<file path="config.mk">
export PLATFORM = sky130hd
export DESIGN_NAME = layer_address_sequencer
export DESIGN_NICKNAME = d
export VERILOG_FILES = /design/src/rtl/gpu_layer_pkg.sv /design/src/rtl/layer_hit_test.sv /design/src/rtl/layer_address_sequencer.sv
export SDC_FILE = /design/constraint.sdc
export NUM_CORES = 2
export LEC_CHECK = 0
export ABC_AREA = 1
export ABC_CLOCK_PERIOD_IN_PS = 30400
export CORE_AREA = 10 10 443 445
export CTS_CLUSTER_DIAMETER = 30
export DETAILED_ROUTE_END_ITERATION = 8
export DIE_AREA = 0 0 453 455
export PLACE_DENSITY = 0.48
export SLEW_MARGIN = 10
export SYNTH_ARGS = -nofsm -noshare
export SYNTH_HDL_FRONTEND = slang
export SYNTH_SLANG_ARGS = --single-unit
</file>
<file path="constraint.sdc">
create_clock -name clk -period 30.4 [get_ports clk]
set_input_delay 3.04 -clock clk [delete_from_list [all_inputs] [get_ports clk]]
set_output_delay 3.04 -clock clk [all_outputs]
set_load 0.03 [all_outputs]
</file>
<file path="src/rtl/gpu_layer_pkg.sv">
// Shared layer register layout, field unpacking and sequencer state encoding
// for the layer address sequencer.
package gpu_layer_pkg;

  localparam int LAYER_BITS    = 128;
  localparam int POPULATED_BIT = 0;
  localparam int SPRITE_BIT    = 1;
  localparam int WIDTH_LSB     = 16;
  localparam int HEIGHT_LSB    = 32;
  localparam int XPOS_LSB      = 48;
  localparam int YPOS_LSB      = 64;
  localparam int CHARS_LSB     = 96;

  typedef struct packed {
    logic        populated;
    logic        isSprite;
    logic [15:0] width;
    logic [15:0] height;
    logic [15:0] xPosition;
    logic [15:0] yPosition;
    logic [3:0]  numChars;
  } layer_fields_t;

  typedef enum logic [2:0] {
    ST_IDLE,
    ST_SCAN,
    ST_CALC,
    ST_EMIT,
    ST_EMIT_END
  } seq_state_t;

  function automatic layer_fields_t unpack_layer(input logic [LAYER_BITS-1:0] regs);
    layer_fields_t f;
    f.populated = regs[POPULATED_BIT];
    f.isSprite  = regs[SPRITE_BIT];
    f.width     = regs[WIDTH_LSB +: 16];
    f.height    = regs[HEIGHT_LSB +: 16];
    f.xPosition = regs[XPOS_LSB +: 16];
    f.yPosition = regs[YPOS_LSB +: 16];
    f.numChars  = regs[CHARS_LSB +: 4];
    return f;
  endfunction

endpackage

</file>
<file path="src/rtl/layer_hit_test.sv">
// Combinational coverage test of one layer against a screen pixel, plus the
// pixel's coordinates relative to the layer origin.
module layer_hit_test
  import gpu_layer_pkg::*;
#(
  parameter int COORD_W = 9
) (
  input  logic [COORD_W-1:0] i_x,
  input  logic [COORD_W-1:0] i_y,
  input  layer_fields_t      i_layer,
  output logic               o_hit,
  output logic [15:0]        o_layerX,
  output logic [15:0]        o_layerY
);

  // 21 bits holds xPosition + width*15 without wrapping.
  logic [20:0] w_x;
  logic [20:0] w_y;
  logic [20:0] w_extent;
  logic [20:0] w_xEnd;
  logic [20:0] w_yEnd;
  logic        w_shapeOk;

  assign w_x      = 21'(i_x);
  assign w_y      = 21'(i_y);
  assign w_extent = i_layer.isSprite ? 21'(i_layer.width)
                                     : 21'(i_layer.width) * 21'(i_layer.numChars);
  assign w_xEnd   = 21'(i_layer.xPosition) + w_extent;
  assign w_yEnd   = 21'(i_layer.yPosition) + 21'(i_layer.height);

  assign w_shapeOk = i_layer.populated && (i_layer.width != 16'd0) &&
                     (i_layer.height != 16'd0) &&
                     (i_layer.isSprite || (i_layer.numChars != 4'd0));

  assign o_hit = w_shapeOk &&
                 (w_x >= 21'(i_layer.xPosition)) && (w_x < w_xEnd) &&
                 (w_y >= 21'(i_layer.yPosition)) && (w_y < w_yEnd);

  assign o_layerX = 16'(w_x) - i_layer.xPosition;
  assign o_layerY = 16'(w_y) - i_layer.yPosition;

endmodule

</file>
<file path="src/rtl/layer_address_sequencer.sv">
// Scans all layer register sets for one pixel request and streams one record
// per covering layer, with sprite RAM byte offsets or font flash bit offsets.
module layer_address_sequencer
  import gpu_layer_pkg::*;
#(
  parameter int NUM_LAYERS    = 8,
  parameter int COORD_W       = 9,
  parameter int BPP_BYTES     = 2,
  parameter int FONT_BPP_BITS = 1,
  parameter int RAM_ADDR_W    = 27,
  parameter int FLASH_ADDR_W  = 30
) (
  input  logic                            clk,
  input  logic                            rst,
  input  logic                            req_valid,
  output logic                            req_ready,
  input  logic [COORD_W-1:0]              x_pixel,
  input  logic [COORD_W-1:0]              y_pixel,
  input  logic [NUM_LAYERS*LAYER_BITS-1:0] layer_regs,
  output logic                            out_valid,
  input  logic                            out_ready,
  output logic                            out_hit,
  output logic                            out_last,
  output logic [$clog2(NUM_LAYERS)-1:0]   out_layer,
  output logic                            out_is_sprite,
  output logic [15:0]                     out_layer_x,
  output logic [15:0]                     out_layer_y,
  output logic [3:0]                      out_char_idx,
  output logic [RAM_ADDR_W-1:0]           out_ram_offset,
  output logic [FLASH_ADDR_W-1:0]         out_flash_offset,
  output logic                            busy
);

  localparam int                    LAYER_W    = $clog2(NUM_LAYERS);
  localparam logic [LAYER_W-1:0]    LAST_LAYER = LAYER_W'(NUM_LAYERS - 1);
  localparam int                    PROD_W     = 48;

  seq_state_t              r_state;
  logic [COORD_W-1:0]      r_x;
  logic [COORD_W-1:0]      r_y;
  logic [LAYER_W-1:0]      r_layerK;
  logic [15:0]             r_layerX;
  logic [15:0]             r_layerY;
  logic [15:0]             r_col;
  logic [3:0]              r_charIdx;
  logic                    r_outValid;
  logic                    r_outHit;
  logic                    r_outLast;
  logic                    r_outIsSprite;
  logic [15:0]             r_outLayerX;
  logic [15:0]             r_outLayerY;
  logic [3:0]              r_outCharIdx;
  logic [RAM_ADDR_W-1:0]   r_outRamOffset;
  logic [FLASH_ADDR_W-1:0] r_outFlashOffset;

  layer_fields_t           w_layer;
  logic                    w_hit;
  logic [15:0]             w_layerX;
  logic [15:0]             w_layerY;
  logic [PROD_W-1:0]       w_ramFull;
  logic [PROD_W-1:0]       w_flashFull;
  logic                    w_calcDone;

  assign w_layer = unpack_layer(layer_regs[int'(r_layerK)*LAYER_BITS +: LAYER_BITS]);

  layer_hit_test #(
    .COORD_W (COORD_W)
  ) u_hitTest (
    .i_x      (r_x),
    .i_y      (r_y),
    .i_layer  (w_layer),
    .o_hit    (w_hit),
    .o_layerX (w_layerX),
    .o_layerY (w_layerY)
  );

  assign w_ramFull = (PROD_W'(r_layerY) * PROD_W'(w_layer.width) + PROD_W'(r_layerX))
                     * PROD_W'(BPP_BYTES);
  assign w_flashFull = (PROD_W'(r_charIdx) * PROD_W'(w_layer.width) * PROD_W'(w_layer.height)
                        + PROD_W'(r_layerY) * PROD_W'(w_layer.width) + PROD_W'(r_col))
                       * PROD_W'(FONT_BPP_BITS);
  // Font column reduction ends once the remaining column fits inside one glyph.
  assign w_calcDone = w_layer.isSprite || (r_col < w_layer.width);

  always_ff @(posedge clk or posedge rst) begin
    if (rst) begin
      r_state          <= ST_IDLE;
      r_x              <= '0;
      r_y              <= '0;
      r_layerK         <= '0;
      r_layerX         <= '0;
      r_layerY         <= '0;
      r_col            <= '0;
      r_charIdx        <= '0;
      r_outValid       <= 1'b0;
      r_outHit         <= 1'b0;
      r_outLast        <= 1'b0;
      r_outIsSprite    <= 1'b0;
      r_outLayerX      <= '0;
      r_outLayerY      <= '0;
      r_outCharIdx     <= '0;
      r_outRamOffset   <= '0;
      r_outFlashOffset <= '0;
    end else begin
      case (r_state)
        ST_IDLE: begin
          if (req_valid) begin
            r_x      <= x_pixel;
            r_y      <= y_pixel;
            r_layerK <= '0;
            r_state  <= ST_SCAN;
          end
        end
        ST_SCAN: begin
          if (w_hit) begin
            r_layerX  <= w_layerX;
            r_layerY  <= w_layerY;
            r_col     <= w_layerX;
            r_charIdx <= '0;
            r_state   <= ST_CALC;
          end else if (r_layerK == LAST_LAYER) begin
            r_outValid       <= 1'b1;
            r_outHit         <= 1'b0;
            r_outLast        <= 1'b1;
            r_outIsSprite    <= 1'b0;
            r_outLayerX      <= '0;
            r_outLayerY      <= '0;
            r_outCharIdx     <= '0;
            r_outRamOffset   <= '0;
            r_outFlashOffset <= '0;
            r_state          <= ST_EMIT_END;
          end else begin
            r_layerK <= r_layerK + 1'b1;
          end
        end
        ST_CALC: begin
          if (w_calcDone) begin
            r_outValid       <= 1'b1;
            r_outHit         <= 1'b1;
            r_outLast        <= (r_layerK == LAST_LAYER);
            r_outIsSprite    <= w_layer.isSprite;
            r_outLayerX      <= r_layerX;
            r_outLayerY      <= r_layerY;
            r_outCharIdx     <= w_layer.isSprite ? 4'd0 : r_charIdx;
            r_outRamOffset   <= w_layer.isSprite ? RAM_ADDR_W'(w_ramFull) : '0;
            r_outFlashOffset <= w_layer.isSprite ? '0 : FLASH_ADDR_W'(w_flashFull);
            r_state          <= ST_EMIT;
          end else begin
            r_col     <= r_col - w_layer.width;
            r_charIdx <= r_charIdx + 1'b1;
          end
        end
        ST_EMIT, ST_EMIT_END: begin
          if (out_ready) begin
            r_outValid <= 1'b0;
            if (r_outLast) begin
              r_state <= ST_IDLE;
            end else begin
              r_layerK <= r_layerK + 1'b1;
              r_state  <= ST_SCAN;
            end
          end
        end
        default: r_state <= ST_IDLE;
      endcase
    end
  end

  assign req_ready        = (r_state == ST_IDLE);
  assign busy             = (r_state != ST_IDLE);
  assign out_valid        = r_outValid;
  assign out_hit          = r_outHit;
  assign out_last         = r_outLast;
  assign out_layer        = r_layerK;
  assign out_is_sprite    = r_outIsSprite;
  assign out_layer_x      = r_outLayerX;
  assign out_layer_y      = r_outLayerY;
  assign out_char_idx     = r_outCharIdx;
  assign out_ram_offset   = r_outRamOffset;
  assign out_flash_offset = r_outFlashOffset;

endmodule
</file>
==> flow_summary.ini <==
[outcome]
outcome = finished clean

[grt]
track_usage_pct = 21.2
antenna_found_initial = 84
grt_overflow_total = 0
grt_pass1_wl_um = 310000
grt_pass1_vias = 39976
grt_max_degree = 126

[route]
wire_per_inst_um = 25.7
drc = 0
drt_wl_total_um = 225000
final_antenna_net_count = 0
vias = 38904
via_per_inst = 4.45
first_pass_iters = 7
drt-initial-drc-count = 2426

[yosys]
synth_fp_nets = 7572
synth_top_area_share_pct = 27.4
synth.yosys.seq_area_share_pct = 11.0
synthMuxAreaShare_pct = 0.402
synthArstFlopShare_pct = 100
synth_top_area_cell = fa_1
syn-instance-count = 5665
synth-compound-area-share_pct = 9.60
synth_xor_area_share_pct = 3.11
ys_top_cells_by_area = fa_1 (27%), nand2_1 (13%), dfrtp_1 (11%)
yosysWarnings = 0
synth_simple_gate_area_share_pct = 24.7
syn_avg_cell_area_um2 = 6.92
synth_top_family_by_area = adder cells
synth_edf_count = 0
ys_ff_latch = 172
ys_types = 50
ys.flop_type = dfrtp_1
netlist_area_mm2 = 0.0392
synthAdderAreaFrac_pct = 37.8

[sta]
timing.slew.headroom_pct = 15.8
tightest_slew_ps = 1250
finalSetupViolCount = 0
setup_slack_ps = 14660
fin_crit_ps = 15740
rsz0062_at_grt = no
setup_tns_ps = 0
hold_viol_final = 0
fmax_mhz = 63.5
period_share_pct = 51.8
finalClockSkew_ps = 29.0
maxSlewViolCount = 0

[layout]
final_cell_mix = nand2_1 (1400), inv_1 (1092), nor2_1 (712)
area_growth_pct = 25.8
drive_gt1_share_pct = 2.53
fillers = 20969
final_cell_count_no_fill = 8741
nets = 8104
mostFrequentLayoutCell = nand2_1

[floorplanning]
ioPinCount = 1148
coreArea_mm2 = 0.187
die_x_um = 453
fp.dieH_um = 455
rows = 159
initial_core_util_pct = 20.9
dieArea_mm2 = 0.206

[place]
io_buffers = 682
place.gp.congestion = 0.943
dp_slack_ps = 14320
dpl.hpwl_um = 193000
place_inst = 8673

[setup_path]
r2r-start = out_layer[0]
reg2reg_to = out_flash_offset[26]
worstRegToRegCells = 44
ff2ff_setup_slack_ps = 15890
critPathLaunch = layer_regs[659]
worst-path-stages = 44
critPathArrivalTime_ps = 16110
worst-path-buf-inv = 10
cp_common_cell = fa_1
slowest_stage = xor2_1
critPathLaunchType = primary input
slowest_delay_ps = 890
required_ps = 30770
cp_max_fo = 17
path_class = primary input to flip-flop
path_delay_family = adder cells
critPathCaptureType = flip-flop
crit_end = out_flash_offset[26]

[min_path]
min_path_type = flip-flop to flip-flop

[clocking]
cts_num_sinks = 172
cts_buffers = 17
post_cts_resized = 0
clockRootBuffer = clkbuf_16
cts_tree = done
clk_latency_ps = 530
hold_buffers = 0
h-tree-depth = 4
path_clk_slew_ps = 80
clockBufferDepth = 2
cts_setup_buffers = 0

[job]
maxCapViolations = 0
-- flip-flops by register name (all words and copies together) (netlist names), 3 cells and up --
signal / cells
out_layer_y: 16
r_layerY: 16
out_ram_offset: 26
out_char_idx: 4
r_state: 3
r_x: 9
out_flash_offset: 30
r_y: 9
out_layer: 3
r_layerX: 16
r_charIdx: 4
r_col: 16
out_layer_x: 16
-- cells by family (layout without fill, tap and decap cells) --
family	Yosys count	count (layout)
AO/OA/AOI/OAI	700	700
other	1	37
adder cells (fa/ha/maj)	861	861
multiplexers	14	14
AND/OR/NAND/NOR	2433	2433
XOR/XNOR	139	139
flip-flops	172	172
buffers and inverters	1345	1890
-- cells in the mapped netlist, types with 15 or more instances --
master       n
nand2_1   1400
inv_1     1094
nor2_1     712
fa_1       537
ha_1       324
o21ai_0    290
nand3_1    230
a21oi_1    180
dfrtp_1    172
clkbuf_1   126
o21ai_1    114
xor2_1      77
buf_2       63
xnor2_1     62
o22ai_1     46
nand4_1     23
buf_1       17
nor3_1      17
clkinv_1    15
-- metrics by stage --
step	hold slack (ps)	util [%]	instance area (um^2)
global route	501	26.3	49300
CTS	476	26.3	49200
finish	484	26.3	49300
global placement	458	26.0	48600
detailed placement	457	26.0	48600
floorplan	472	-	39200
-- layer usage --
layer / track usage [%] / share of wire [%] / wire length [um]
met5: 0 / 0.15 / 348
met4: 11.7 / 6.9 / 15500
met3: 4.23 / 6.1 / 13800
met2: 35.1 / 46 / 103000
met1: 25.7 / 41 / 91800
-- layout make-up --
class                   instances  area [um^2]  area share, %
inverters                    1114         4210           8.54
clock inverters                15          186          0.378
well taps                    2495         3120           6.33
multi-input cells            4148        29600           60.1
repair buffers                744         7320           14.8
flip-flops and latches        172         4320           8.75
diodes                         36         90.1          0.183
clock buffers                  17          425          0.863
-- worst min-delay path, cell delays in order, from the launching register on --
cell and delay (ps):
dfrtp_1 350, nand2_1 60, nand2_1 50
-- how the worst min path moves through the flow --
| stage | startpoint | endpoint | slack [ps] | cells past startpoint |
|---|---|---|---|---|
| floorplan | r_layerY[14] | r_layerY[14] | 470 | 2 |
| global placement | out_hit | out_hit | 460 | 2 |
| detailed placement | out_hit | out_hit | 460 | 2 |
| CTS | out_hit | out_hit | 480 | 2 |
| global route | out_hit | out_hit | 500 | 2 |
| finish | out_hit | out_hit | 480 | 2 |
Power is not shown: default switching activity piles up to over one toggle a cycle in this logic, so the estimate is an artifact.
